<file path="src/rtl/fifo_pkg.sv">
// -----------------------------------------------------------------------------
// fifo_pkg
// Shared helpers for the fifo_level buffer:
//   fifo_depth()      - number of entries for a given address width
//   fifo_count_bits() - width of the occupancy counter (ADDR_BITS+1)
//   fifo_params_ok()  - parameter legality test, used to stop elaboration
//                       when a threshold or width is out of range
// -----------------------------------------------------------------------------
package fifo_pkg;

    function automatic int unsigned fifo_depth(input int unsigned addr_bits);
        return 32'd1 << addr_bits;
    endfunction

    function automatic int unsigned fifo_count_bits(input int unsigned addr_bits);
        return addr_bits + 32'd1;
    endfunction

    function automatic bit fifo_params_ok(input int unsigned word_bits,
                                          input int unsigned addr_bits,
                                          input int unsigned afull_lvl,
                                          input int unsigned aempty_lvl);
        int unsigned depth;
        depth = fifo_depth(addr_bits);
        return (word_bits >= 1) && (addr_bits >= 1) &&
               (afull_lvl <= depth) && (aempty_lvl <= depth);
    endfunction

endpackage

</file>
<file path="src/rtl/fifo_mem.sv">
// -----------------------------------------------------------------------------
// fifo_mem
// Storage array for fifo_level: one synchronous write port, one asynchronous
// read port, WORD_BITS x 2**ADDR_BITS, no reset (contents survive reset).
// Ports:
//   clk_i    - clock (rising edge)
//   we_i     - write enable
//   waddr_i  - write address
//   wdata_i  - write data
//   raddr_i  - read address
//   rdata_o  - read data, combinational from raddr_i
// -----------------------------------------------------------------------------
module fifo_mem
    import fifo_pkg::*;
#(
    parameter int unsigned WORD_BITS = 8,
    parameter int unsigned ADDR_BITS = 4
) (
    input  logic                 clk_i,
    input  logic                 we_i,
    input  logic [ADDR_BITS-1:0] waddr_i,
    input  logic [WORD_BITS-1:0] wdata_i,
    input  logic [ADDR_BITS-1:0] raddr_i,
    output logic [WORD_BITS-1:0] rdata_o
);

    localparam int unsigned DEPTH = fifo_depth(ADDR_BITS);

    logic [WORD_BITS-1:0] mem_q [DEPTH];

    always_ff @(posedge clk_i) begin
        if (we_i) begin
            mem_q[waddr_i] <= wdata_i;
        end
    end

    assign rdata_o = mem_q[raddr_i];

endmodule

</file>
<file path="src/rtl/fifo_level.sv">
// -----------------------------------------------------------------------------
// fifo_level
// Synchronous first-word-fall-through FIFO with occupancy counter,
// programmable almost-full / almost-empty thresholds and synchronous flush.
// Optional sticky overflow/underflow flags are built when the macro
// FIFO_LEVEL_ERR_FLAGS_EN is defined; otherwise both outputs are tied low.
// Ports:
//   clk_i          - clock, rising edge
//   reset_n_i      - synchronous active-low reset
//   clear_i        - synchronous flush (empties FIFO, clears error flags)
//   read_i         - pop head entry
//   write_i        - push wdata_i
//   wdata_i        - write data
//   rdata_o        - head entry (don't-care while empty)
//   empty_o/full_o - count == 0 / count == DEPTH
//   almost_empty_o - count <= AEMPTY_LVL
//   almost_full_o  - count >= AFULL_LVL
//   count_o        - occupancy, 0..DEPTH
//   overflow_o     - sticky: write rejected
//   underflow_o    - sticky: read rejected
// -----------------------------------------------------------------------------
module fifo_level
    import fifo_pkg::*;
#(
    parameter int unsigned WORD_BITS  = 8,
    parameter int unsigned ADDR_BITS  = 4,
    parameter int unsigned AFULL_LVL  = (32'd1 << ADDR_BITS) - 32'd2,
    parameter int unsigned AEMPTY_LVL = 2
) (
    input  logic                 clk_i,
    input  logic                 reset_n_i,
    input  logic                 clear_i,
    input  logic                 read_i,
    input  logic                 write_i,
    input  logic [WORD_BITS-1:0] wdata_i,
    output logic [WORD_BITS-1:0] rdata_o,
    output logic                 empty_o,
    output logic                 full_o,
    output logic                 almost_empty_o,
    output logic                 almost_full_o,
    output logic [ADDR_BITS:0]   count_o,
    output logic                 overflow_o,
    output logic                 underflow_o
);

    localparam int unsigned DEPTH      = fifo_depth(ADDR_BITS);
    localparam int unsigned COUNT_BITS = fifo_count_bits(ADDR_BITS);

    if (!fifo_params_ok(WORD_BITS, ADDR_BITS, AFULL_LVL, AEMPTY_LVL)) begin : g_bad_params
        $error("fifo_level: illegal parameters (WORD_BITS/ADDR_BITS >= 1, thresholds <= DEPTH)");
    end

    localparam logic [COUNT_BITS-1:0] DEPTH_C  = COUNT_BITS'(DEPTH);
    localparam logic [COUNT_BITS-1:0] AFULL_C  = COUNT_BITS'(AFULL_LVL);
    localparam logic [COUNT_BITS-1:0] AEMPTY_C = COUNT_BITS'(AEMPTY_LVL);

    logic [ADDR_BITS-1:0]  wptr_q, wptr_d;
    logic [ADDR_BITS-1:0]  rptr_q, rptr_d;
    logic [COUNT_BITS-1:0] count_q, count_d;

    logic full;
    logic empty;
    logic rd_acc;
    logic wr_acc;
    logic mem_we;

    // All flags come from the registered count; pointers are never compared.
    assign full  = (count_q == DEPTH_C);
    assign empty = (count_q == '0);

    // A read frees a slot in the same cycle, so a full FIFO still accepts a
    // write alongside a read. An empty FIFO has nothing to pop.
    assign rd_acc = read_i & ~empty;
    assign wr_acc = write_i & (~full | read_i);

    // Writes are discarded during reset and flush.
    assign mem_we = wr_acc & ~clear_i & reset_n_i;

    always_comb begin
        wptr_d  = wptr_q;
        rptr_d  = rptr_q;
        count_d = count_q;
        if (clear_i) begin
            wptr_d  = '0;
            rptr_d  = '0;
            count_d = '0;
        end else begin
            wptr_d  = wptr_q + ADDR_BITS'(wr_acc);
            rptr_d  = rptr_q + ADDR_BITS'(rd_acc);
            count_d = count_q + COUNT_BITS'(wr_acc) - COUNT_BITS'(rd_acc);
        end
    end

    always_ff @(posedge clk_i) begin
        if (!reset_n_i) begin
            wptr_q  <= '0;
            rptr_q  <= '0;
            count_q <= '0;
        end else begin
            wptr_q  <= wptr_d;
            rptr_q  <= rptr_d;
            count_q <= count_d;
        end
    end

`ifdef FIFO_LEVEL_ERR_FLAGS_EN
    logic overflow_q, overflow_d;
    logic underflow_q, underflow_d;

    always_comb begin
        overflow_d  = overflow_q;
        underflow_d = underflow_q;
        if (clear_i) begin
            overflow_d  = 1'b0;
            underflow_d = 1'b0;
        end else begin
            if (write_i & full & ~read_i) overflow_d  = 1'b1;
            if (read_i & empty)           underflow_d = 1'b1;
        end
    end

    always_ff @(posedge clk_i) begin
        if (!reset_n_i) begin
            overflow_q  <= 1'b0;
            underflow_q <= 1'b0;
        end else begin
            overflow_q  <= overflow_d;
            underflow_q <= underflow_d;
        end
    end

    assign overflow_o  = overflow_q;
    assign underflow_o = underflow_q;
`else
    assign overflow_o  = 1'b0;
    assign underflow_o = 1'b0;
`endif

    fifo_mem #(
        .WORD_BITS (WORD_BITS),
        .ADDR_BITS (ADDR_BITS)
    ) u_mem (
        .clk_i   (clk_i),
        .we_i    (mem_we),
        .waddr_i (wptr_q),
        .wdata_i (wdata_i),
        .raddr_i (rptr_q),
        .rdata_o (rdata_o)
    );

    assign count_o        = count_q;
    assign empty_o        = empty;
    assign full_o         = full;
    assign almost_empty_o = (count_q <= AEMPTY_C);
    assign almost_full_o  = (count_q >= AFULL_C);

endmodule

</file>
<file path="config.mk">
export PLATFORM = sky130hd
export DESIGN_NAME = fifo_level
export DESIGN_NICKNAME = d
export VERILOG_FILES = /design/src/rtl/fifo_pkg.sv /design/src/rtl/fifo_mem.sv /design/src/rtl/fifo_level.sv
export SDC_FILE = /design/constraint.sdc
export NUM_CORES = 1
export LEC_CHECK = 0
export ABC_CLOCK_PERIOD_IN_PS = 5460
export CAP_MARGIN = 20
export CORE_ASPECT_RATIO = 1.2
export CORE_MARGIN = 2
export CORE_UTILIZATION = 35
export DETAILED_ROUTE_END_ITERATION = 10
export DONT_BUFFER_PORTS = 1
export PLACE_DENSITY = 0.55
export SYNTH_ARGS = -nofsm -noshare
export SYNTH_HDL_FRONTEND = slang
export SYNTH_SLANG_ARGS = --single-unit
</file>
<file path="constraint.sdc">
create_clock -name clk_i -period 5.46 [get_ports clk_i]
set_input_delay 1.092 -clock clk_i [delete_from_list [all_inputs] [get_ports clk_i]]
set_output_delay 1.092 -clock clk_i [all_outputs]
set_load 0.01 [all_outputs]
</file>
## Word-level counts from Yosys, hierarchy flattened

Memories as Yosys holds them, arrays and structs flattened. A register that Yosys moved wholly into a read port is not among the register bits.
Index checks and enable logic that the tools add are counted.

| storage, ports and cells | value |
|---|---|
| bits in registers | 13 |
| memory bits (writable) | 128 |
| input bits | 13 |
| output and inout bits | 19 |
| memories | 1 |

Memories:

| memory | words | width | rd ports | clocked after memory_dff | write ports | line | source |
|---|---|---|---|---|---|---|---|
| u_mem.mem_q | 16 | 8 | 1 | 1 | 1 | fifo_mem.sv:29 | `logic [WORD_BITS-1:0] mem_q [DEPTH];` |

| operators by class | value |
|---|---|
| $add $sub $neg | 4 |
| magnitude comparators | 2 |
| equality and inequality tests | 1 |
| mux-type cells | 3 |
| bitwise gates (word level) | 9 |
| reductions and logical operators | 2 |

Operators by type and width:

| kind | count |
|---|---|
| $add 4x1->4 | 2 |
| $add 5x1->5 | 1 |
| $eq 5x5->1 const B | 1 |
| $ge 5x4->1 const B | 1 |
| $le 5x2->1 const B | 1 |
| $logic_not 5->1 | 1 |
| $sub 5x1->5 | 1 |
| $and 1x1->1 | 4 |
| $mux 4 | 1 |
| $not 1->1 | 4 |
| $mux 1 | 2 |
| $reduce_or 2->1 | 1 |
| $or 1x1->1 | 1 |

## Depth between registers and ports, before layout

| logic depth | value |
|---|---|
| word-level depth | 8 |
| gate-level depth with buffers | 13 |
| gate-level depth less buffers | 13 |

## Modules after synthesis

Synthesis repeated with hierarchy kept, for this count alone.

| unflattened totals | value |
|---|---|
| cells, all modules | 308 |
| area, all modules | 5780.5 µm² |

By module, submodules not included:

| module | instances | cells each | area each (µm²) | sequential area each (µm²) |
|---|---|---|---|---|
| fifo_mem | 1 | 221 | 4987.3 | 3843.7 |
| fifo_level | 1 | 87 | 793.3 | 260.2 |

## Least setup slack after synthesis

No wires, ideal clock.

| path | value |
|---|---|
| path kind | input -> register |
| start point | input clear_i |
| end point | memory u_mem.mem_q[0][0], enable pin |
| arrival | 2578 ps |
| required time | 5065 ps |
| slack | 2487 ps |
| stages on the path | 4 |
| path through | nand2b_1 clkbuf_1 or3_1 nor4_1 |

| between the ends | value |
|---|---|
| longest elaborated chain between the ends | 5 |

RTL lines:

| item | line | source |
|---|---|---|
| start: declaration | fifo_level.sv:32 | `input logic clear_i,` |
| $not 1->1 | fifo_level.sv:77 | `assign mem_we = wr_acc & ~clear_i & reset_n_i;` |
| $and 1x1->1 (2 in a row) | fifo_level.sv:77 |  |
| $mux 1 | fifo_mem.sv:32 | `if (we_i) begin` |
| $mux 1 (not written as such) | fifo_mem.sv:33 | `mem_q[waddr_i] <= wdata_i;` |
| end: declaration | fifo_mem.sv:29 |  |

Every way passes these cells.

==> impl_metrics.csv <==
group,metric,value,unit
status,status,"finished clean",
synthesis,async_flop_share,0,%
layout,area_growth,15.7,%
pwr,pwr-share-clk,43.4,%
pwr,p_per_area,376,nW/um^2
synthesis,synth_top_cells_by_count,"edfxtp_1, mux4_2, a22oi_1",
setup_path,data_required_critical_path,4.37,ns
route,sum_of_met2_wire_segment_lengths_after_detailed_routing,5920,um
setup_path,internal_reg_to_reg_setup_slack,2.46,ns
route,finalWirelength,11800,um
synthesis,synth.cell_area,5720,um^2
placed_design,dp.cells,517,
synthesis,post_synthesis_sequential_element_count,141,
placed_design,replace_congestion,0.727,
setup_path,kind_of_cell_adding_the_most_delay_to_the_critical_path,"flip-flops",
timing,final_period_minus_worst_setup_slack,3.75,ns
timing,post-route-worst-setup-slack,1.71,ns
grt,gr-total-overflow,0,
route,vias_per_cell,5.09,
timing,timing.max_slew.rel_slack,32.2,%
setup_path,slowest_stage,"dfxtp_1",
setup_path,worst_setup_path_end_kind,"output port",
grt,antenna_found_initial,0,
placed_design,hpwl,7530,um
floorplanning,dieWidth,121,um
synthesis,synthCells,308,
route,drt-initial-drc-count,292,
synthesis,postSynth.topFlopCell,"edfxtp_1",
timing,maxSlewViolCount,0,
grt,first_pass_grt_wire_length,18100,um
pwr,power_switching_share,21.7,%
clock_network,cts_inserted_buffers,17,
route,route.layer.met1.wl,5160,um
timing,timing.clock.skew,0.00471,ns
timing,unrepaired_setup_endpoints_after_global_routing,"false",
timing,max_freq,0.266,GHz
floorplanning,fp-row-count,51,
grt,grt_max_degree,19,
route,dr_total_vias,2788,
pwr,vdd_drop_max,0.225,mV
setup_path,critical_path.startpoint_type,"flop",
pwr,cellLeakagePower,2.11,nW
timing,fin_crit_sh,68.7,%
clock_network,number_of_setup_buffers_added_after_cts,0,
hold_path,timing.hold.worst.class,"reg -> reg",
setup_path,cells_traversed_along_the_worst_timing_path,"buf_4, mux4_2, a22oi_1, nand2_1",
route,wl_per_cell,21.5,um
pwr,power_report.internal_total,1.95,mW
layout,nNetsFinal,351,
synthesis,seq_area_frac_synth,71.7,%
grt,grt_pass1_vias,2933,
timing,setup_tns_after_final_layout,0,ns
clock_network,clk-insertion-delay-late,0.41,ns
placed_design,port-buffer-count,0,
pwr,design_power_total,2.49,mW
grt,groute.usage.overall,14.7,%
clock_network,cts_tree,"built",
route,route.top_layer_used,"met4",
synthesis,synthDistinctLibCells,34,
placed_design,place_worst_setup_slack,2.14,ns
setup_path,critPathKind,"reg -> out",
setup_path,cp_num_buf_inv,1,
route,detail_route.drc_violations,0,
timing,timing_worst_slew_pin_value,1.01,ns
pwr,power.share.sequential,48.9,%
floorplanning,start_util,35.4,%
route,drt_first_pass_iters,4,
route,dr_wl_met3,541,um
layout,final_layout_size_suffix_gt1_share,25.9,%
clock_network,tritoncts_num_sinks,141,
synthesis,synth_area_leaders,"edfxtp_1, mux4_2, dfxtp_1",
synthesis,synth-edff-count,128,
pwr,power_switching,0.540,mW
floorplanning,design.portCount,32,
clock_network,ctsHtreeMaxLevel,4,
synthesis,yosysMostFrequentCell,"edfxtp_1",
clock_network,clkTransAtPathRegs,0.06,ns
pwr,power.share.combinational,7.7,%
setup_path,cpPeakStageDelay,0.94,ns
route,antenna_left,0,
synthesis,synth.top_cell.area_share,67.2,%
setup_path,maximum_fanout_count_along_the_critical_path,18,
clock_network,cts_resized,0,
synthesis,post_synth.cell_area_avg,18.6,um^2
setup_path,cp_data_arrival_time,2.66,ns
timing,timing.final.setup_violations,0,
synthesis,yosysTopAreaCell,"edfxtp_1",
floorplanning,fp.dieArea,17400,um^2
clock_network,cts_root_buf,"clkbuf_16",
layout,diodes,0,
run,max_cap_viol_count,0,
floorplanning,die_height,144,um
clock_network,cts_max_path_buffers,2,
synthesis,ys_warnings,0,
clock_network,post_cts_hold_buffer_count,0,
floorplanning,fp.coreArea,16100,um^2
timing,report.final.hold_viol_count,0,
layout,finalNonFillerCells,548,
[per-layer routing]
metal  up-vias  GRT usage (%)
li1       1252              -
met1      1447           18.6
met2        77           24.0
met3        12           3.94
met4         0           6.06
met5         -              0
[cells by family (layout without fill, tap and decap cells)]
family | after synthesis | after routing | share of synthesized area, %
AO/OA/AOI/OAI | 23 | 23 | 3.06
XOR/XNOR | 7 | 7 | 1.07
adder cells (fa/ha/maj) | 14 | 14 | 3.19
buffers and inverters | 27 | 54 | 2.14
flip-flops | 141 | 141 | 71.7
multiplexers | 33 | 33 | 12.8
other | 1 | 2 | 0.0656
AND/OR/NAND/NOR | 62 | 62 | 5.95
[final timing paths]
kind                   start    endpoint  cells after the start
hold / removal     rptr_q[3]   rptr_q[3]                      2
hold reg to reg    rptr_q[3]   rptr_q[3]                      2
setup / recovery   rptr_q[1]  rdata_o[4]                      4
setup reg to reg  count_o[2]  count_o[4]                     13
[worst reg2reg max path: cells and delay by family, from the launching register on]
family / cells / cell delay, ns
buffers and inverters: 3 / 0.24
flip-flops: 1 / 0.38
AO/OA/AOI/OAI: 3 / 0.72
adder cells (fa/ha/maj): 3 / 0.78
multiplexers: 1 / 0.25
XOR/XNOR: 1 / 0.15
AND/OR/NAND/NOR: 2 / 0.37
[cells in the final DEF, fill, tap and decap left out, types with 6 or more instances in the layout]
cell / instances
nor3_1: 6
clkbuf_16: 17
inv_1: 10
and2_1: 6
buf_4: 12
ha_1: 13
a22oi_1: 16
nand2_1: 13
edfxtp_1: 128
dfxtp_1: 12
mux4_2: 32
nor2_1: 12
[power groups by stage]
stage / registers, mW / logic [mW] / clock network, mW
2_1_floorplan: 1.22 / 0.167 / 0
3_3_place_gp: 1.25 / 0.179 / 0
3_5_place_dp: 1.24 / 0.194 / 0
4_1_cts: 1.22 / 0.195 / 1.11
5_1_grt: 1.22 / 0.215 / 1.15
6_report: 1.22 / 0.191 / 1.08
[area by class of cell]
class | instances | area (um^2)
fill | 1432 | 9530
sequential | 141 | 4110
multi-input combinational | 141 | 1540
clock buffer | 18 | 429
tap | 212 | 265
clock inverter | 13 | 126
timing repair buffer | 13 | 118
inverter | 10 | 37.5
[per-stage QoR]
stage / hold WS (ns) / utilization [%] / area, um^2
floorplan: 0.529 / - / 5720
global placement: 0.582 / 37.4 / 6040
detailed placement: 0.588 / 37.6 / 6060
CTS: 0.598 / 41.0 / 6620
global route: 0.633 / 41.0 / 6620
finish: 0.600 / 41.0 / 6620
[registers in the layout (all words and copies together) (netlist names)]
register and flops:
rptr_q 4, u_mem.mem_q 128, wptr_q 4, count_o 5
Power figures use the tool's default switching activity.
